**config.mk**
```make
export PLATFORM = sky130hd
export DESIGN_NAME = snn_psum_adder_flat
export DESIGN_NICKNAME = d
export VERILOG_FILES = /design/src/rtl/snn_psum_adder_if.sv /design/src/rtl/snn_psum_adder.sv /design/src/flat_wrapper.sv
export SDC_FILE = /design/constraint.sdc
export NUM_CORES = 1
export LEC_CHECK = 0
export ABC_AREA = 1
export BUFFER_PORTS_ARGS = -buffer_cell sky130_fd_sc_hd__buf_2
export CAP_MARGIN = 20
export CORE_UTILIZATION = 50
export CTS_CLUSTER_DIAMETER = 60
export DETAILED_ROUTE_END_ITERATION = 10
export GPL_TIMING_DRIVEN = 1
export PLACE_DENSITY = 0.77
export SYNTH_ARGS = -nofsm -noshare
export SYNTH_HDL_FRONTEND = slang
export SYNTH_SLANG_ARGS = --single-unit
```
**constraint.sdc**
```tcl
create_clock -name clk -period 2.18 [get_ports clk]
set_input_delay 0.545 -clock clk [delete_from_list [all_inputs] [get_ports clk]]
set_output_delay 0.545 -clock clk [all_outputs]
set_load 0.01 [all_outputs]
```
**src/rtl/snn_psum_adder_if.sv**
```systemverilog
// Packet-in / result-out handshake bundle for the SNN partial-sum adder.
interface snn_psum_adder_if #(
  parameter int PACKET_WIDTH = 39
);
  logic                    in_valid;
  logic                    in_ready;
  logic [PACKET_WIDTH-1:0] in_packet;
  logic                    out_valid;
  logic                    out_ready;
  logic [PACKET_WIDTH-1:0] out_packet;
  logic                    err_pulse;

  modport master (
    output in_valid, in_packet, out_ready,
    input  in_ready, out_valid, out_packet, err_pulse
  );

  modport slave (
    input  in_valid, in_packet, out_ready,
    output in_ready, out_valid, out_packet, err_pulse
  );
endinterface

```
**src/rtl/snn_psum_adder.sv**
```systemverilog
// Collects one 3-element psum per PE, adds the carried residues, thresholds the sums into spikes
// and emits one result packet per round. Result valid two edges after the last psum; held until out_ready.
module snn_psum_adder #(
  parameter int         PACKET_WIDTH = 39,
  parameter int         NUM_PE       = 3,
  parameter int         PE_BASE      = 1,
  parameter logic [3:0] NODE_ADDR    = 4'd8,
  parameter logic [3:0] MEM_ADDR     = 4'd0,
  parameter logic [7:0] THRESH       = 8'd64
) (
  input logic              clk,
  input logic              rst_n,
  snn_psum_adder_if.slave  bus
);

  localparam logic [1:0] S_COLLECT = 2'd0;
  localparam logic [1:0] S_FIRE    = 2'd1;
  localparam logic [1:0] S_SEND    = 2'd2;

  localparam logic [1:0] OP_CLEAR = 2'b00;
  localparam logic [1:0] OP_PSUM  = 2'b10;

  localparam logic [3:0] PE_LO = 4'(PE_BASE);
  localparam logic [3:0] PE_HI = 4'(PE_BASE + NUM_PE - 1);

  logic [1:0]        state;
  logic [NUM_PE-1:0] mask;
  logic [9:0]        acc [3];
  logic [7:0]        res [3];
  logic [7:0]        round_cnt;
  logic              rdy_en;
  logic              out_valid_q;
  logic [38:0]       out_packet_q;
  logic              err_q;

  logic [3:0]        dest;
  logic [3:0]        src;
  logic [1:0]        op;
  logic [7:0]        elem [3];
  logic [3:0]        pe_off;
  logic [NUM_PE-1:0] pe_bit;
  logic              in_range;
  logic              is_drop;
  logic              is_psum;
  logic              is_clear;
  logic              stall;
  logic              accept;

  logic [9:0]        sum     [3];
  logic [9:0]        diff    [3];
  logic [7:0]        new_res [3];
  logic [2:0]        spikes;

  logic              unused_ok;

  assign dest     = bus.in_packet[PACKET_WIDTH-1 -: 4];
  assign src      = bus.in_packet[PACKET_WIDTH-5 -: 4];
  assign op       = bus.in_packet[PACKET_WIDTH-9 -: 2];
  assign pe_off   = src - PE_LO;
  assign in_range = (src >= PE_LO) && (src <= PE_HI);

  // Misaddressed, illegal-op and out-of-range psums are swallowed and flagged.
  assign is_drop  = (dest != NODE_ADDR) || op[0] || ((op == OP_PSUM) && !in_range);
  assign is_psum  = !is_drop && (op == OP_PSUM);
  assign is_clear = !is_drop && (op == OP_CLEAR);
  assign stall    = (is_psum && |(mask & pe_bit)) || (is_clear && |mask);

  assign bus.in_ready   = rdy_en && (state == S_COLLECT) && !(bus.in_valid && stall);
  assign accept         = bus.in_valid && bus.in_ready;
  assign bus.out_valid  = out_valid_q;
  assign bus.out_packet = out_packet_q;
  assign bus.err_pulse  = err_q;

  assign unused_ok = ^{bus.in_packet[28:24], round_cnt};

  always_comb begin
    pe_bit = '0;
    for (int i = 0; i < NUM_PE; i++) begin
      if (pe_off == 4'(i)) pe_bit[i] = 1'b1;
    end
  end

  always_comb begin
    spikes = '0;
    for (int k = 0; k < 3; k++) begin
      elem[k] = bus.in_packet[8*k +: 8];
      sum[k]  = acc[k] + {2'b00, res[k]};
      if (sum[k] >= {2'b00, THRESH}) begin
        spikes[k] = 1'b1;
        diff[k]   = sum[k] - {2'b00, THRESH};
      end else begin
        diff[k]   = sum[k];
      end
      new_res[k] = (diff[k] > 10'd255) ? 8'hFF : diff[k][7:0];
    end
  end

  always_ff @(posedge clk or negedge rst_n) begin
    if (!rst_n) begin
      state        <= S_COLLECT;
      mask         <= '0;
      round_cnt    <= '0;
      rdy_en       <= 1'b0;
      out_valid_q  <= 1'b0;
      out_packet_q <= '0;
      err_q        <= 1'b0;
      for (int k = 0; k < 3; k++) begin
        acc[k] <= '0;
        res[k] <= '0;
      end
    end else begin
      rdy_en <= 1'b1;
      err_q  <= accept && is_drop;
      case (state)
        S_COLLECT: begin
          if (accept && is_psum) begin
            mask <= mask | pe_bit;
            for (int k = 0; k < 3; k++) acc[k] <= acc[k] + {2'b00, elem[k]};
          end
          if (accept && is_clear) begin
            for (int k = 0; k < 3; k++) res[k] <= '0;
          end
          if (&mask) state <= S_FIRE;
        end
        S_FIRE: begin
          out_packet_q <= {MEM_ADDR, NODE_ADDR, 2'b11, 2'b00, spikes,
                           new_res[2], new_res[1], new_res[0]};
          out_valid_q  <= 1'b1;
          mask         <= '0;
          for (int k = 0; k < 3; k++) begin
            res[k] <= new_res[k];
            acc[k] <= '0;
          end
          state <= S_SEND;
        end
        S_SEND: begin
          if (bus.out_ready) begin
            out_valid_q <= 1'b0;
            round_cnt   <= round_cnt + 8'd1;
            state       <= S_COLLECT;
          end
        end
        default: state <= S_COLLECT;
      endcase
    end
  end

endmodule

```
**src/flat_wrapper.sv**
```systemverilog
// flat-port wrapper written by rule: the top's interface ports become plain ports
module snn_psum_adder_flat 
#(
  parameter int         PACKET_WIDTH = 39,
  parameter int         NUM_PE       = 3,
  parameter int         PE_BASE      = 1,
  parameter logic [3:0] NODE_ADDR    = 4'd8,
  parameter logic [3:0] MEM_ADDR     = 4'd0,
  parameter logic [7:0] THRESH       = 8'd64
)
  (clk, rst_n, bus_in_valid, bus_in_packet, bus_out_ready, bus_in_ready, bus_out_valid, bus_out_packet, bus_err_pulse);
  snn_psum_adder_if #(.PACKET_WIDTH(PACKET_WIDTH)) bus_i ();
  input logic clk;
  input logic rst_n;
  input wire logic [$bits(bus_i.in_valid)-1:0] bus_in_valid;
  input wire logic [$bits(bus_i.in_packet)-1:0] bus_in_packet;
  input wire logic [$bits(bus_i.out_ready)-1:0] bus_out_ready;
  output wire logic [$bits(bus_i.in_ready)-1:0] bus_in_ready;
  output wire logic [$bits(bus_i.out_valid)-1:0] bus_out_valid;
  output wire logic [$bits(bus_i.out_packet)-1:0] bus_out_packet;
  output wire logic [$bits(bus_i.err_pulse)-1:0] bus_err_pulse;
  assign bus_i.in_valid = bus_in_valid;
  assign bus_i.in_packet = bus_in_packet;
  assign bus_i.out_ready = bus_out_ready;
  assign bus_in_ready = bus_i.in_ready;
  assign bus_out_valid = bus_i.out_valid;
  assign bus_out_packet = bus_i.out_packet;
  assign bus_err_pulse = bus_i.err_pulse;
  snn_psum_adder #(.PACKET_WIDTH(PACKET_WIDTH), .NUM_PE(NUM_PE), .PE_BASE(PE_BASE), .NODE_ADDR(NODE_ADDR), .MEM_ADDR(MEM_ADDR), .THRESH(THRESH)) u_core (.clk(clk), .rst_n(rst_n), .bus(bus_i));
endmodule
```
==> results of run 1 <==
-- through the flow --
step,setup TNS [ns],hold slack (ns),setup WS [ns]
2_1_floorplan,-2.658,0.2494,-0.08571
3_3_place_gp,-11.30,0.4518,-0.2860
3_5_place_dp,-13.19,0.4557,-0.3389
4_1_cts,-10.43,0.1408,-0.2412
5_1_grt,-21.40,0.1716,-0.5248
6_report,-12.90,0.1390,-0.3324
-- cell usage after synthesis (2+ instances only) --
library cell  count  share of area
nand2_1         366           0.19
nand3_1         147           0.10
inv_1           108          0.057
dfrtp_1          90           0.32
nor2_1           55          0.029
ha_1             54          0.096
a21oi_1          26          0.018
or2_2            18          0.016
buf_4            16          0.017
nand4_1          15          0.013
nand2_2          11         0.0098
nand3b_1         11          0.012
o21ai_0          10         0.0071
xor2_1           10          0.012
clkbuf_1          8         0.0043
nand3_2           7         0.0099
fa_1              6          0.017
buf_6             5         0.0080
buf_2             4         0.0028
inv_2             4         0.0021
a211o_1           3         0.0037
nor3_1            3         0.0021
o211ai_1          3         0.0032
o21ai_1           3         0.0021
a21boi_1          2         0.0021
a21o_1            2         0.0021
a21oi_2           2         0.0025
and2_1            2         0.0018
buf_1             2         0.0011
conb_1            2         0.0011
nand2_4           2         0.0032
nor2_2            2         0.0018
o21ai_2           2         0.0025
o21bai_1          2         0.0021
or2_1             2         0.0018
or2_4             2         0.0025
-- cell type report --
class | count | area (um^2) | area share
Multi-Input combinational cell | 786 | 4735 | 0.5150
Clock buffer | 11 | 252.7 | 0.02749
Tap cell | 180 | 225.2 | 0.02450
Clock inverter | 3 | 40.04 | 0.004356
Timing Repair Buffer | 185 | 1259 | 0.1369
Inverter | 113 | 429.2 | 0.04669
Sequential cell | 90 | 2252 | 0.2450
-- sequential cells by signal, summed over array words and instances, names as in the netlist --
name and cells:
u_core.acc 30, u_core.bus.err_pulse 1, u_core.bus.out_packet 28, u_core.bus.out_valid 1, u_core.mask 3, u_core.rdy_en 1, u_core.res 24, u_core.state 2
-- worst max-delay path by stage --
stage	start	cells after the start	end
after floorplan	u_core.acc[12]$_DFFE_PN0P_	17	u_core.bus.out_packet[10]$_DFFE_PN0P_
after global placement	u_core.res[5]$_DFFE_PN0P_	18	u_core.res[2]$_DFFE_PN0P_
after detailed placement	u_core.res[5]$_DFFE_PN0P_	18	u_core.res[2]$_DFFE_PN0P_
after CTS	u_core.acc[10]$_DFFE_PN0P_	18	u_core.res[9]$_DFFE_PN0P_
after global routing	u_core.res[12]$_DFFE_PN0P_	18	u_core.bus.out_packet[12]$_DFFE_PN0P_
final	u_core.acc[10]$_DFFE_PN0P_	18	u_core.bus.out_packet[12]$_DFFE_PN0P_
-- power breakdown --
group / total (mW) / switching, mW / leakage [nW] / internal, mW
sequential: 1.83 / 0.0863 / 1.15 / 1.75
combinational: 1.98 / 1.10 / 3.94 / 0.888
clock: 1.59 / 0.655 / 0.147 / 0.934
total: 5.41 / 1.84 / 5.24 / 3.57
-- kinds of logic after synthesis --
family | count (synthesis) | share of synthesized area
DFF | 90 | 0.3193
adders and majority gates | 60 | 0.1128
buffers and inverters | 148 | 0.09365
xor gates and xnor gates | 10 | 0.01242
and+or+nand+nor | 647 | 0.4099
AOI/OAI and AO/OA | 59 | 0.05090
other | 2 | 0.001065
-- repair_timing --
item | CTS | global route
setup buffers | 7 | 7
gates resized for setup | 53 | 57
cloned | 0 | 0
pin swaps | 24 | 15
setup endpoints to repair | 52 | 56
-- metal layers --
layer  up-vias  share of wire  GRT usage
met4         0          0.020    0.08025
met2       150           0.50     0.4626
li1       3593              -          -
met1      3358           0.45     0.3438
met3        31          0.037    0.03726
met5         -              0          0
==> run_results.csv, run 1 <==
group,metric,value,unit
worst_setup_path,critical-path-top-delay-family,"simple AND/OR/NAND/NOR gates",
clocking,insertion_delay,0.35,ns
pwr,power.leakage,5.235,nW
synth,synth-main-ff-cell,"dfrtp_1",
floorplanning,die_area,14590,um^2
timing,period_minus_slack,2.512,ns
floorplanning,pin_count,85,
cells_and_area,utilization,0.6648,
grt,grt_pass1_vias,6773,
routing,drt_iter0_drc,446,
timing,fmaxAchievable,398.0,MHz
clocking,cts_tree,"yes",
timing,grt_setup_unrepaired,"true",
synth,ys_seq_area_frac,0.3193,
timing,hold_viol_final,0,
synth,syn_avg_cell_area,6.943,um^2
cells_and_area,layout.nets,1288,
cells_and_area,layout_common_cells,"nand2_1, nand3_1, buf_4, inv_1, dfrtp_1",
worst_setup_path,start_kind,"flop",
clocking,cts.path.max_buffers,2,
worst_setup_path,regToRegSetupSlack,-0.33,ns
worst_setup_path,crit_required,2.47,ns
synth,netlist_area,7054,um^2
worst_setup_path,cp.buffers_inverters,1,
grt,grt_first_pass_wirelength,31.05,mm
synth,synth_seq_cells,90,
floorplanning,fp.dieH,120.8,um
placement,dp.cells,1340,
worst_setup_path,crit_chain,"ha_2 > fa_2 > nand2_2 > nand3_2 > nand2_2 > nand2_2 > inv_2 > ha_4 > nand3_2 > nor2_1 > nand3_1 > nor2_1 > nand2_1 > nand3_4 > nand3_4 > nand3_2 > nand2_1 > nand2_1",
cells_and_area,diodes,0,
placement,placed_area,8287,um^2
pwr,powerDensity,588.0,nW/um^2
timing,fin_crit_sh,1.152,
routing,wl_per_cell,13.69,um
routing,drt_drc_violations_left,0,
routing,dr_total_vias,7132,
floorplanning,std_cell_rows,43,
timing,finalSetupViolations,51,
worst_setup_path,rr_worst_depth,18,
clocking,cts-hold-fix-buffers,0,
floorplanning,die_w,120.8,um
floorplanning,start_util,0.5102,
pwr,total_power,5.406,mW
placement,port_buffers,70,
worst_setup_path,r2r_end,"u_core.bus.out_packet[12]$_DFFE_PN0P_",
cells_and_area,design_area,9193,um^2
worst_setup_path,cp_data_arrival_time,2.80,ns
worst_setup_path,cp_max_fo,6,
synth,yosysUniqueCellTypes,45,
worst_setup_path,worst_setup_path_end_kind,"flop",
placement,dp.final_hpwl,13.08,mm
worst_setup_path,slowest_delay,0.39,ns
cells_and_area,final_common_cell,"nand2_1",
outcome,violations,"setup timing",
routing,drt-total-wl,18.73,mm
synth,synthCells,1016,
grt,grt_max_degree,54,
grt,antenna_found_initial,0,
routing,vias_per_cell,5.213,
worst_setup_path,critical_path_class,"reg -> reg",
worst_setup_path,cp_slowest_cell,"dfrtp_1",
cells_and_area,layout-drive-gt1-share,0.3013,
clocking,cts-root-buf,"clkbuf_16",
cells_and_area,nFillCells,1122,
routing,ant_nets,0,
timing,final-max-slew-violation-count,0,
timing,fin_skew,0.008912,ns
clocking,cts_made_buffers,9,
clocking,htree_levels,3,
clocking,cts.sinks,90,
grt,grt_usage,0.2667,
pwr,vdd_ir_drop_max,0.0004285,V
synth,yosysWarningCount,0,
cells_and_area,area_growth,30.31,%
synth,synth_edf_count,0,
job,maxCapViolCount,0,
placement,routabilityCongestion,0.8912,
worst_setup_path,regToRegStartpoint,"u_core.acc[10]$_DFFE_PN0P_",
floorplanning,core,13830,um^2
routing,firstDrtPassIters,7,
grt,overflow,0,
timing,setup_slack,-0.3324,ns
cells_and_area,final_cells,1368,
min_path,hold_path_class,"in -> async",
synth,async_flop_share,1.000,
clocking,clkTransAtPathRegs,0.06,ns
outcome,status,"complete, but fails checks",
Power figures use the tool's default switching activity.
==> run 2, diff against run 1 <==
- REMOVE_ABC_BUFFERS: default -> 1
- SKIP_CTS_REPAIR_TIMING: default -> 1
==> run 2 against run 1 <==
- the run ends with DRC, setup timing left
- routed wire length increased by 0.85%
- die area stayed put
- clock skew down 0.0014 ns
- global-route usage down 2.3 points
- count of clock-buffer cells in the layout shrank 1
==> run_results.csv, run 2 (synthesized netlist as in run 1, its figures left out) <==
group,metric,value,unit
routing,drt_iter0_drc,477,
pwr,total_power,5.698,mW
grt,grt_first_pass_wirelength,28.37,mm
grt,grt_usage,0.2433,
clocking,cts.sinks,90,
routing,ant_nets,0,
cells_and_area,layout.nets,1289,
cells_and_area,area_growth,31.57,%
placement,dp_worst_setup_slack,-0.4503,ns
worst_setup_path,cp_data_arrival_time,2.87,ns
timing,max_slew.worst_pin.slew,0.5250,ns
floorplanning,pin_count,85,
cells_and_area,layout-drive-gt1-share,0.3073,
routing,firstDrtPassIters,10,
timing,finalSetupViolations,51,
routing,drt_drc_violations_left,2,
placement,dp.final_hpwl,12.67,mm
cells_and_area,final_common_cell,"nand2_1",
clocking,cts-root-buf,"clkbuf_16",
grt,antenna_found_initial,0,
clocking,cts_made_buffers,9,
cells_and_area,utilization,0.6713,
routing,wl_per_cell,13.77,um
pwr,power_frac_seq,0.321,
cells_and_area,layout_common_cells,"nand2_1, nand3_1, buf_4, inv_1, dfrtp_1",
grt,grt.met3_usage,0.02547,
pwr,power.leakage,5.251,nW
worst_setup_path,crit_chain,"ha_1 > nand2_1 > nor2_1 > nand2_2 > nand3_2 > nand2_2 > nand2_2 > buf_4 > buf_4 > ha_1 > inv_1 > nor2_2 > nand3_4 > nand3_4 > nand3_2 > nand2_1 > nand2_1",
timing,period_minus_slack,2.616,ns
floorplanning,std_cell_rows,43,
clocking,insertion_delay,0.36,ns
floorplanning,die_area,14590,um^2
pwr,p_sw,1.915,mW
pwr,powerDensity,614.0,nW/um^2
pwr,clockPowerShare,0.322,
grt,grt_pass1_vias,6443,
clocking,cts_tree,"yes",
min_path,hold_path_class,"in -> async",
grt,use_met1,0.3116,
worst_setup_path,cp_slowest_cell,"dfrtp_1",
routing,vias_per_cell,5.256,
cells_and_area,largest_register_ff_count,30,
clocking,clkTransAtPathRegs,0.07,ns
pwr,p_int,3.784,mW
floorplanning,start_util,0.5102,
outcome,status,"complete, but fails checks",
worst_setup_path,critical_path_class,"reg -> reg",
worst_setup_path,critical-path-top-delay-family,"simple AND/OR/NAND/NOR gates",
pwr,pwr-share-comb,0.357,
timing,fmaxAchievable,382.3,MHz
outcome,violations,"DRC, setup timing",
grt,grt_max_degree,53,
cells_and_area,nFillCells,1099,
timing,setup_slack,-0.4356,ns
job,maxCapViolCount,0,
floorplanning,core,13830,um^2
placement,port_buffers,70,
floorplanning,die_w,120.8,um
placement,routabilityCongestion,0.8957,
cells_and_area,regArea,2253,um^2
cells_and_area,multi_input_area,4761,um^2
routing,dr_total_vias,7206,
routing,drt-total-wl,18.88,mm
grt,top_usage_layer,"met2",
pwr,vdd_ir_drop_max,0.0004504,V
timing,slew-limit-headroom,0.6500,
cells_and_area,diodes,0,
timing,grt_setup_unrepaired,"true",
worst_setup_path,cp.buffers_inverters,3,
clocking,htree_levels,3,
grt,overflow,0,
worst_setup_path,slowest_delay,0.40,ns
clocking,cts.path.max_buffers,2,
worst_setup_path,worst_setup_path_end_kind,"flop",
timing,final-max-slew-violation-count,0,
worst_setup_path,cp_max_fo,6,
cells_and_area,largest_register,"u_core.acc",
timing,fin_tns_setup,-16.32,ns
timing,fin_crit_sh,1.200,
pwr,swShare,0.3360,
grt,use_met2,0.4285,
timing,fin_skew,0.007465,ns
worst_setup_path,start_kind,"flop",
floorplanning,fp.dieH,120.8,um
worst_setup_path,crit_required,2.43,ns
timing,hold_viol_final,0,
-- run 2: cell count changes in the layout (fill, tap and decap cells not counted), moves of 3 or more --
| cell | before | now |
|---|---|---|
| nand2_1 | 329 | 334 |
| nand2_2 | 46 | 41 |
| nand3_1 | 131 | 126 |
| nand3_2 | 18 | 22 |
| a21oi_1 | 21 | 18 |
| a21oi_2 | 6 | 9 |
| or2_4 | 2 | 5 |
-- run 2: area by class of cell --
class / instances / area share
Multi-Input combinational cell: 786 / 0.5129
Sequential cell: 90 / 0.2428
Timing Repair Buffer: 186 / 0.1370
Inverter: 113 / 0.04624
Clock buffer: 10 / 0.02467
Tap cell: 180 / 0.02427
Clock inverter: 6 / 0.01213
-- run 2: power groups by stage --
stage	clock network, mW	logic, mW	registers, mW
floorplan	0	1.01	1.82
global placement	0	1.57	1.84
detailed placement	0	1.61	1.84
CTS	1.84	1.62	1.81
global route	1.90	2.24	1.84
finish	1.84	2.03	1.83
-- run 2: final timing paths --
path / cells after the start / to / start / slack [ns]
setup / recovery: 17 / u_core.res[21]$_DFFE_PN0P_ / u_core.acc[23]$_DFFE_PN0P_ / -0.44
hold / removal: 1 / u_core.res[15]$_DFFE_PN0P_ / rst_n / 0.15
setup reg to reg: 17 / u_core.res[21]$_DFFE_PN0P_ / u_core.acc[23]$_DFFE_PN0P_ / -0.44
hold reg to reg: 2 / u_core.bus.out_packet[7]$_DFFE_PN0P_ / u_core.bus.out_packet[7]$_DFFE_PN0P_ / 0.47
max in group asynchronous: 2 / u_core.bus.out_valid$_DFFE_PN0P_ / rst_n / 1.47
min in group clk: 2 / u_core.state[1]$_DFFE_PN0P_ / bus_out_ready / 0.43
-- run 2: stage by stage --
step	cell area [um^2]	hold WS (ns)	cells
2_1_floorplan	6850	0.2494	989
5_1_grt	9281	0.2019	1371
4_1_cts	8583	0.1770	1358
3_3_place_gp	8242	0.4566	1342
3_5_place_dp	8242	0.4599	1342
6_report	9281	0.1546	1371
-- run 2: routing by layer --
layer	wire [um]	vias to the layer above
li1	-	3602
met1	8256	3381
met2	9575	185
met3	632	38
met4	420	0
met5	0	-
